**config.mk**
```make
export PLATFORM = sky130hd
export DESIGN_NAME = pipe_hazard_ctl
export DESIGN_NICKNAME = d
export VERILOG_FILES = /design/src/rtl/pipe_hazard_ctl.sv
export SDC_FILE = /design/constraint.sdc
export NUM_CORES = 1
export LEC_CHECK = 0
export ABC_CLOCK_PERIOD_IN_PS = 4500
export CORE_MARGIN = 2
export CORE_UTILIZATION = 46
export CTS_BUF_LIST = sky130_fd_sc_hd__clkbuf_4 sky130_fd_sc_hd__clkbuf_8 sky130_fd_sc_hd__clkbuf_16
export DETAILED_ROUTE_END_ITERATION = 8
export PLACE_DENSITY = 0.91
export SLEW_MARGIN = 20
export SYNTH_ARGS = -nofsm -noshare
export SYNTH_HDL_FRONTEND = slang
export SYNTH_SLANG_ARGS = --single-unit
```
**constraint.sdc**
```tcl
create_clock -name clock -period 4.5 [get_ports clock]
set_clock_uncertainty 0.2 [all_clocks]
set_input_delay 0.45 -clock clock [delete_from_list [all_inputs] [get_ports clock]]
set_output_delay 0.45 -clock clock [all_outputs]
set_load 0.005 [all_outputs]
```
**src/rtl/pipe_hazard_ctl.sv**
```systemverilog
// Pipeline hazard controller: load-use stall, slow-memory wait with timeout, branch flush.
// Optional stall performance counter enabled by defining PIPE_HAZARD_PERF_EN.
module pipe_hazard_ctl (
    input  logic        clock,
    input  logic        reset,
    input  logic [4:0]  id_rs_top,
    input  logic [4:0]  id_rs_bot,
    input  logic        id_uses_top,
    input  logic        id_uses_bot,
    input  logic [4:0]  ex_rd,
    input  logic        ex_reg_wen,
    input  logic        ex_is_load,
    input  logic        mem_req,
    input  logic        mem_ready,
    input  logic        branch_taken,
    output logic        pc_hold,
    output logic        if_id_hold,
    output logic        if_id_flush,
    output logic        id_ex_hold,
    output logic        id_ex_bubble,
    output logic        ex_mem_hold,
    output logic        mem_timeout,
`ifdef PIPE_HAZARD_PERF_EN
    input  logic        perf_clr,
    output logic [15:0] stall_count,
`endif
    output logic [1:0]  state
);

    typedef enum logic [1:0] {
        RUN        = 2'd0,
        LOAD_STALL = 2'd1,
        MEM_WAIT   = 2'd2,
        FLUSH      = 2'd3
    } state_t;

    state_t     state_q, state_d;
    logic [7:0] wait_cnt_q, wait_cnt_d;
    logic       timeout_q, timeout_d;

    logic load_use, mem_stall;
    logic hold_all, hold_front, flush, bubble, timeout_now;

    // Register 0 is hardwired, so a load targeting it can never create a hazard.
    assign load_use = ex_is_load & ex_reg_wen & (ex_rd != 5'd0) &
                      ((id_uses_top & (id_rs_top == ex_rd)) |
                       (id_uses_bot & (id_rs_bot == ex_rd)));
    assign mem_stall = mem_req & ~mem_ready;

    always_ff @(posedge clock or posedge reset) begin
        if (reset) begin
            state_q    <= RUN;
            wait_cnt_q <= 8'd0;
            timeout_q  <= 1'b0;
        end else begin
            state_q    <= state_d;
            wait_cnt_q <= wait_cnt_d;
            timeout_q  <= timeout_d;
        end
    end

    always_comb begin
        state_d     = state_q;
        wait_cnt_d  = wait_cnt_q;
        timeout_d   = timeout_q;
        hold_all    = 1'b0;
        hold_front  = 1'b0;
        flush       = 1'b0;
        bubble      = 1'b0;
        timeout_now = 1'b0;
        case (state_q)
            RUN: begin
                if (mem_stall) begin
                    hold_all   = 1'b1;
                    wait_cnt_d = 8'd1;
                    state_d    = MEM_WAIT;
                end else if (branch_taken) begin
                    flush   = 1'b1;
                    bubble  = 1'b1;
                    state_d = FLUSH;
                end else if (load_use) begin
                    hold_front = 1'b1;
                    bubble     = 1'b1;
                    state_d    = LOAD_STALL;
                end
            end
            MEM_WAIT: begin
                if (mem_ready) begin
                    state_d = RUN;
                end else if (wait_cnt_q == 8'hFF) begin
                    timeout_now = 1'b1;
                    timeout_d   = 1'b1;
                    state_d     = RUN;
                end else begin
                    hold_all   = 1'b1;
                    wait_cnt_d = wait_cnt_q + 8'd1;
                end
            end
            FLUSH: begin
                // The wrong-path fetch is squashed even if memory stalls this cycle.
                flush = 1'b1;
                if (mem_stall) begin
                    hold_all   = 1'b1;
                    wait_cnt_d = 8'd1;
                    state_d    = MEM_WAIT;
                end else begin
                    state_d = RUN;
                end
            end
            LOAD_STALL: begin
                if (mem_stall) begin
                    hold_all   = 1'b1;
                    wait_cnt_d = 8'd1;
                    state_d    = MEM_WAIT;
                end else begin
                    hold_front = 1'b1;
                    bubble     = 1'b1;
                    state_d    = RUN;
                end
            end
            default: state_d = RUN;
        endcase
    end

    // Outputs are gated by reset so they drop without waiting for a clock edge.
    assign pc_hold      = ~reset & (hold_all | hold_front);
    assign if_id_hold   = ~reset & (hold_all | hold_front);
    assign if_id_flush  = ~reset & flush;
    assign id_ex_hold   = ~reset & hold_all;
    assign id_ex_bubble = ~reset & bubble;
    assign ex_mem_hold  = ~reset & hold_all;
    assign mem_timeout  = ~reset & (timeout_q | timeout_now);
    assign state        = state_q;

`ifdef PIPE_HAZARD_PERF_EN
    logic [15:0] stall_cnt_q, stall_cnt_d;

    always_comb begin
        stall_cnt_d = stall_cnt_q;
        if (perf_clr) begin
            stall_cnt_d = 16'd0;
        end else if (pc_hold && (stall_cnt_q != 16'hFFFF)) begin
            stall_cnt_d = stall_cnt_q + 16'd1;
        end
    end

    always_ff @(posedge clock or posedge reset) begin
        if (reset) begin
            stall_cnt_q <= 16'd0;
        end else begin
            stall_cnt_q <= stall_cnt_d;
        end
    end

    assign stall_count = stall_cnt_q;
`endif

endmodule

```
### Word-level counts from Yosys, hierarchy flattened

Index checks and enable logic that the tools add are counted.
Widths: inputs -> output; s select.

| storage, ports and cells | value |
|---|---|
| logic and storage cells | 67 |
| input port bits | 24 |
| register bits after elaboration | 11 |

| operators by class | value |
|---|---|
| bitwise gates (word level) | 16 |
| add/sub/neg operators | 1 |
| multiplexer cells | 29 |
| eq/ne operators | 11 |
| reductions and logical operators | 7 |

Operator list:

| kind | number |
|---|---|
| $mux 8 | 3 |
| $pmux 8 s2 | 1 |
| $mux 1 | 14 |
| $mux 2 | 6 |
| $and 1x1->1 | 11 |
| $eq 5x5->1 | 2 |
| $add 8x1->8 const B | 1 |
| $eq 8x8->1 const B | 1 |
| $pmux 1 s2 | 4 |
| $pmux 2 s3 | 1 |
| $reduce_and 3->1 | 2 |
| $reduce_bool 5->1 | 1 |
| $eq 2x2->1 const B | 2 |
| $ne 2x2->1 const B | 2 |
| $ne 4x4->1 const B | 1 |
| $ne 3x3->1 const B | 1 |
| $or 1x1->1 | 3 |
| $reduce_or 3->1 | 1 |
| $eq 2x1->1 const B | 1 |
| $logic_not 2->1 | 1 |
| $ne 2x1->1 const B | 1 |
| $not 1->1 | 2 |
| $reduce_and 2->1 | 1 |
| $reduce_or 2->1 | 1 |

### Logic depth before layout (Yosys ltp)

Gate-level depths: netlist of the first run.

| logic depth | value |
|---|---|
| depth in word-level cells | 10 |
| gate-level depth with buffers | 8 |
| depth with buffers taken out | 7 |

### Least setup slack after synthesis of the first run

OpenSTA, ideal clock, no wires.

| timing path | value |
|---|---|
| path kind | register to output |
| from | register state_q[0], in the netlist state[0] |
| to | output pc_hold |
| data arrival time | 1.638 ns |
| cell stages (with the launch flop) | 7 |
| slack | 2.212 ns |
| cells stage by stage | dfrtp_1 -> inv_1 -> ha_1 -> nor3b_1 -> nor2_1 -> a31oi_1 -> buf_4 |

| between the ends | value |
|---|---|
| cells in the longest elaborated chain, start to end | 5 |
| elaborated cells on any way between the ends | 9 |

RTL lines:

| element | line | text |
|---|---|---|
| start, declared | 37 | `state_t state_q, state_d;` |
| start signal, assigned | 56 | `state_q <= state_d;` |
| $eq 2x1->1 (tied with other cells) | 71 | `case (state_q)` |
| $reduce_or 3->1 (no line) | -- |  |
| $pmux 1 s2 | 71 |  |
| $or 1x1->1 * | -- |  |
| $and 1x1->1 * | -- |  |
| end, declared | 16 | `output logic pc_hold,` |

Every way passes the cells marked *; elsewhere a longest branch is shown, timed or not.

### Worst setup path in the final report of the first run

| timing path | value |
|---|---|
| from | register state_q[0], in the netlist state[0] |
| to | output if_id_hold |

| between the ends | value |
|---|---|
| cells in the longest elaborated chain, start to end | 5 |
| elaborated cells on any way between the ends | 9 |

RTL lines:

| element | line | text |
|---|---|---|
| $eq 2x1->1 (tied with other cells) | 71 |  |
| $reduce_or 3->1 (no line) | -- |  |
| $pmux 1 s2 | 71 |  |
| $or 1x1->1 * | 127 | `assign if_id_hold = ~reset & (hold_all \| hold_front);` |
| $and 1x1->1 * | 127 |  |
| end, declared | 17 | `output logic if_id_hold,` |

Marks and branches as above.

==> results by group, run 1 <==
Place
  • Placed wire-length estimate: 1720 µm
  • Placed cells: 151
  • Worst setup slack after placement: 1320 ps
  • GP Congestion: 0.805
  • PortBufs: 32
  • Placed inst area: 0.00120 mm²

Synth
  • Post-synth cell types: 36
  • FFs w/ async S/R, synth: 1.00
  • Seq/Total Area, Yosys: 0.315
  • Mapped Area: 875 µm²
  • Main area contributors after synthesis: dfrtp_1, xnor2_1, ha_1
  • Synthesized flop and latch total: 11
  • Post-synth EDFFs: 0
  • Top FF cell, synth: dfrtp_1
  • Syn Area/Cell: 9.02 µm²
  • Most numerous cell in the Yosys netlist: xnor2_1
  • Top cells by count, synth: xnor2_1, dfrtp_1, nand2_1, nor2_1
  • Mapped Cells: 97
  • Post-synth top area cell: dfrtp_1
  • Mapped Nets: 126
  • Yosys warns: 0
  • Post-synth top area share: 0.315

Clocking
  • TritonCTS Buffers: 3
  • Clock Path Buffers: 2
  • Root buf cell: clkbuf_4
  • # H-tree levels: 1
  • Worst skew pair latency: 270 ps
  • Clk sinks: 11
  • Post-CTS setup buffers: 0
  • Post-cts hold buffer count: 0
  • CTS clk-pin slew, worst paths: 70 ps
  • CTS tree: yes
  • CTS resizes: 0

Power
  • Max VDD drop: 0.322 mV
  • Total Power: 448 µW
  • Total power divided by cell area: 364 mW/mm²
  • Leakage: 0.504 nW

Global routing
  • Initial antenna violation count: 0
  • Gr ovfl total: 0
  • Largest net degree at the start of global routing: 13
  • Vias in the first global route: 875
  • First-pass GRT wire length: 3460 µm
  • Total track usage: 0.219

Critical path
  • FF-to-FF Start: state[0]
  • CP Capture Type: output pin
  • CP delay by family, top: simple AND/OR/NAND/NOR gates
  • Levels on crit path: 6
  • Worst Setup EP: if_id_hold
  • Crit path max fanout: 6
  • Crit path from: state[0]
  • CP max stage delay: 650 ps
  • Reg-to-reg endpoint: wait_cnt_q[5]
  • R2r setup slk: 2440 ps
  • CP Buf/Inv Count: 2
  • Slowest stage cell, crit path: nor3b_1
  • Critical Path RT: 3850 ps
  • Crit-path cells: inv_1, ha_1, nor3b_1, nor2_1, a31oi_1, clkdlybuf4s50_1
  • R2R cell count: 7
  • Worst setup SP type: flop
  • Worst Path Class, Setup: reg2out
  • Data arrival time of the critical path: 2610 ps

Floorplanning
  • Chip width: 47.6 µm
  • Die Y: 47.6 µm
  • Core area: 0.00176 mm²
  • Row count: 15
  • Starting Density: 0.496
  • # IOs: 33
  • Die area: 0.00227 mm²

Final layout
  • Post-route design area: 0.00123 mm²
  • Share of layout cells above drive strength 1: 0.0615
  • Final core utilization: 0.697
  • Finished Layout Cells: 155
  • Number of antenna diodes: 0
  • Synth-to-Final Area Change: 40.6%
  • Layout net count: 160
  • FILL cells: 134

Hold path
  • Min-Delay Path Class: reg2reg

Detailed routing
  • Post-DR wirelength/cell: 13.4 µm
  • Post-Route WL: 2080 µm
  • DR pass1 iterations: 4
  • DRC viols: 0
  • Avg Vias per Cell: 5.34
  • Vias: 827
  • DRT iter0 DRCs: 9
  • Antenna-violating nets left: 0

Job
  • Max-cap violations: 0

STA
  • Final worst-path cycle share: 0.725
  • Worst Setup Slack, final: 1240 ps
  • Final setup viols: 0
  • Final hold violations: 0
  • Min Hold Slack: 286 ps
  • RSZ-0062 raised after global routing: no
  • Worst-Margin Slew: 752 ps
  • Sum Neg Setup Slack: 0 ps
  • F_max: 306 MHz
  • Slew Viols, Final: 0
  • Rel. slew slack: 0.497
  • Minimum clock period: 3260 ps

Status
  • Status: finished, final reports clean
==> where the power goes <==
part           internal [mW]  leakage [nW]  switching, mW
registers              0.120         0.146         0.0261
logic                  0.119         0.339          0.109
clock network         0.0403        0.0184         0.0331
total                  0.279         0.504          0.168
==> flip-flops by register name, indices dropped and copies added (netlist names) <==
register and count:
state 2, timeout_q 1, wait_cnt_q 8
==> worst reg2reg max path: cells and delay by family (launching register included) <==
kind / cells / cell delay, ps
XOR/XNOR: 1 / 150
AO/OA/AOI/OAI: 1 / 320
flip-flops: 1 / 440
buffers and inverters: 1 / 120
AND/OR/NAND/NOR: 3 / 460
adder cells (fa/ha/maj): 1 / 220
==> per-layer routing <==
metal	vias up	routed length (µm)	GRT usage
met1	384	856	0.240
met2	30	1070	0.408
li1	409	-	-
met5	-	0	0
met3	4	133	0.0717
met4	0	13	0.0486
==> worst min path at each step <==
| stage | cells after the start | slack [ps] | startpoint | endpoint |
|---|---|---|---|---|
| finish | 1 | 290 | timeout_q | timeout_q |
| global route | 1 | 330 | timeout_q | timeout_q |
| CTS | 1 | 290 | timeout_q | timeout_q |
| detailed placement | 1 | 270 | timeout_q | timeout_q |
| global placement | 1 | 250 | timeout_q | timeout_q |
| floorplan | 1 | 110 | reset | state[0] |
==> cell families after synthesis <==
group	Yosys count	share of synthesized area
xor gates and xnor gates	16	0.160
DFF	11	0.315
muxes	1	0.0114
adders and majority gates	5	0.0715
and+or+nand+nor	35	0.226
buffers and inverters	8	0.0515
AOI/OAI and AO/OA	21	0.165
==> final cells by class <==
type                            count  area (µm²)  area share
Clock buffer                        4        30.0      0.0244
Sequential cell                    11         275       0.224
Multi-Input combinational cell     78         554       0.451
Timing Repair Buffer               32         320       0.260
Tap cell                           25        31.3      0.0254
Inverter                            5        18.8      0.0153
==> cells in the final DEF, fill, tap and decap left out <==
cell type        Yosys  routed
a41o_1               1       1
a21oi_2              1       1
o22ai_1              1       1
nand2_1              9       9
and3_1               1       1
xor2_1               3       3
a2111oi_1            1       1
and4_4               1       1
nand3_1              3       3
clkbuf_4             0       4
nand4_1              2       2
nor2b_1              2       2
o211ai_1             1       1
ha_1                 5       5
xnor2_1             13      13
nand3b_1             1       1
nor2_1               7       7
nor3_1               2       2
nand4b_1             1       1
nor3b_1              1       1
o22ai_2              1       1
nor4_4               1       1
dfrtp_1             11      11
and2_1               1       1
a31oi_1              2       2
a31o_1               1       1
inv_1                5       5
clkdlybuf4s50_1      0      32
mux2i_1              1       1
o21ai_0              3       3
o311a_1              1       1
a21oi_1              5       5
nand2b_1             1       1
o21ai_1              2       2
or3_1                2       2
a21o_1               1       1
No activity file was read; power rests on OpenSTA's default activity.
==> run 2: changes to the inputs <==
- ABC_CLOCK_PERIOD_IN_PS: 4500 -> 2700
- CORE_UTILIZATION: 46 -> 39
- PLACE_DENSITY: 0.91 -> 0.83
- clock period: 4.5 -> 2.7 ns (I/O delays scaled with it)
==> run 2 against run 1 <==
First-iteration DRC count did not move. Utilization decreased by 8.9 points. Sequential power rose by 67%. Cell count rose by 5.8%. Die area up 16%. Critical path type is now in2out. Largest power group unchanged.
==> results by group, run 2 (synthesis gave the netlist of run 1 again) <==
Floorplanning
  • Die area: 0.00264 mm²
  • Core area: 0.00217 mm²
  • Die Y: 51.4 µm
  • Starting Density: 0.403
  • Chip width: 51.4 µm
  • Row count: 17
  • # IOs: 33

Hold path
  • Hold Path End: timeout_q
  • Hold wc startpoint: timeout_q
  • Min-Delay Path Class: reg2reg
  • Worst hold stages: 1

Clocking
  • CTS tree: yes
  • Post-cts hold buffer count: 0
  • Worst skew pair latency: 280 ps
  • Clk sinks: 11
  • Root buf cell: clkbuf_4
  • Post-CTS setup buffers: 0
  • CTS clk-pin slew, worst paths: 60 ps
  • Clock Path Buffers: 2
  • # H-tree levels: 1
  • TritonCTS Buffers: 3

Global routing
  • Initial antenna violation count: 0
  • First-pass GRT wire length: 3540 µm
  • Gr ovfl total: 0
  • Met3 usage: 0.0409
  • Vias in the first global route: 874
  • Met1 GRT Util: 0.193
  • Largest net degree at the start of global routing: 12
  • Met2 usage: 0.318
  • Total track usage: 0.178
  • Global route hottest layer: met2

Critical path
  • Worst Path Class, Setup: in2out
  • Top cell by count, worst path: clkdlybuf4s50_1
  • Critical Path RT: 2230 ps
  • Crit-path cells: clkdlybuf4s50_1, or3_1, o311a_1, nand4b_1, a31oi_2, clkdlybuf4s50_1
  • R2r setup slk: 640 ps
  • Data arrival time of the critical path: 2150 ps
  • Reg-to-reg endpoint: wait_cnt_q[5]
  • R2R cell count: 8
  • FF-to-FF Start: state[0]
  • CP Capture Type: output pin
  • CP Buf/Inv Count: 2
  • Crit path max fanout: 3
  • CP max stage delay: 460 ps
  • Worst setup SP type: primary input
  • Slowest stage cell, crit path: clkdlybuf4s50_1
  • CP delay by family, top: buffers and inverters

STA
  • Final hold violations: 0
  • F_max: 381 MHz
  • Rel. slew slack: 0.729
  • Final worst-path cycle share: 0.972
  • Minimum clock period: 2620 ps
  • Worst-Margin Slew: 405 ps
  • Final setup viols: 0
  • Sum Neg Setup Slack: 0 ps
  • Slew Viols, Final: 0
  • Worst Setup Slack, final: 76.3 ps
  • Min Hold Slack: 269 ps
  • RSZ-0062 raised after global routing: yes

Final layout
  • Final core utilization: 0.608
  • Most common cell after layout, fill and taps aside: clkdlybuf4s50_1
  • Most flops, register: wait_cnt_q
  • Number of flip-flops in the largest register: 8
  • Number of antenna diodes: 0
  • Synth-to-Final Area Change: 50.9%
  • Most frequent cells in the layout: clkdlybuf4s50_1, xnor2_1, nand2_1, dfrtp_1, nor2_1
  • Share of layout cells above drive strength 1: 0.176
  • Layout net count: 166

Detailed routing
  • DRC viols: 0
  • Post-Route WL: 2160 µm
  • Antenna-violating nets left: 0
  • DR pass1 iterations: 4
  • Avg Vias per Cell: 5.32
  • Vias: 872
  • Post-DR wirelength/cell: 13.2 µm
  • DRT iter0 DRCs: 9

Status
  • Status: finished, final reports clean

Power
  • Total power divided by cell area: 608 mW/mm²
  • Max VDD drop: 0.363 mV
  • Leakage: 0.563 nW

Place
  • Placed wire-length estimate: 1700 µm
  • GP Congestion: 0.837
  • PortBufs: 32
  • Worst setup slack after placement: -166 ps

Job
  • Max-cap violations: 0
## run 2: worst max-delay path by stage
stage                     slack [ps]  cells after the start  startpoint           end
final                             80                      6    ex_rd[0]       pc_hold
after floorplan                  590                      6    state[0]       pc_hold
after detailed placement        -170                      7    ex_rd[4]  id_ex_bubble
after CTS                         30                      6    state[0]       pc_hold
after global routing             -40                      6    state[0]       pc_hold
after global placement           -80                      7    ex_rd[0]  id_ex_bubble
## run 2: metal layers
metal,wire (µm),vias up
met5,0,-
met4,55,0
met3,141,7
met2,1110,32
met1,858,411
li1,-,422
## run 2: cell type report
cell class / instances / area, µm²
flip-flops and latches: 11 / 278
clock buffers: 4 / 30.0
multi-input cells: 78 / 589
inverters: 5 / 18.8
fillers: 200 / 850
repair buffers: 38 / 369
well taps: 28 / 35.0
## run 2: metrics by stage
| stage | instance area, µm² | cells | total power [mW] |
|---|---|---|---|
| 3_3_place_gp | 1250 | 160 | 0.632 |
| 3_5_place_dp | 1250 | 160 | 0.650 |
| 6_report | 1320 | 164 | 0.803 |
| 5_1_grt | 1320 | 164 | 0.869 |
| 2_1_floorplan | 875 | 97 | 0.477 |
| 4_1_cts | 1290 | 164 | 0.786 |
## run 2: report_power, final
group	leakage, nW	total, mW	internal [mW]	switching (mW)
sequential	0.143	0.244	0.203	0.0413
combinational	0.401	0.435	0.235	0.201
clock	0.0184	0.124	0.0674	0.0565
total	0.563	0.803	0.505	0.298
## run 2: what timing repair did
item / CTS / global route
pin swaps: 0 / 1
gates resized for setup: 4 / 10
endpoints found under the setup margin: 3 / 5
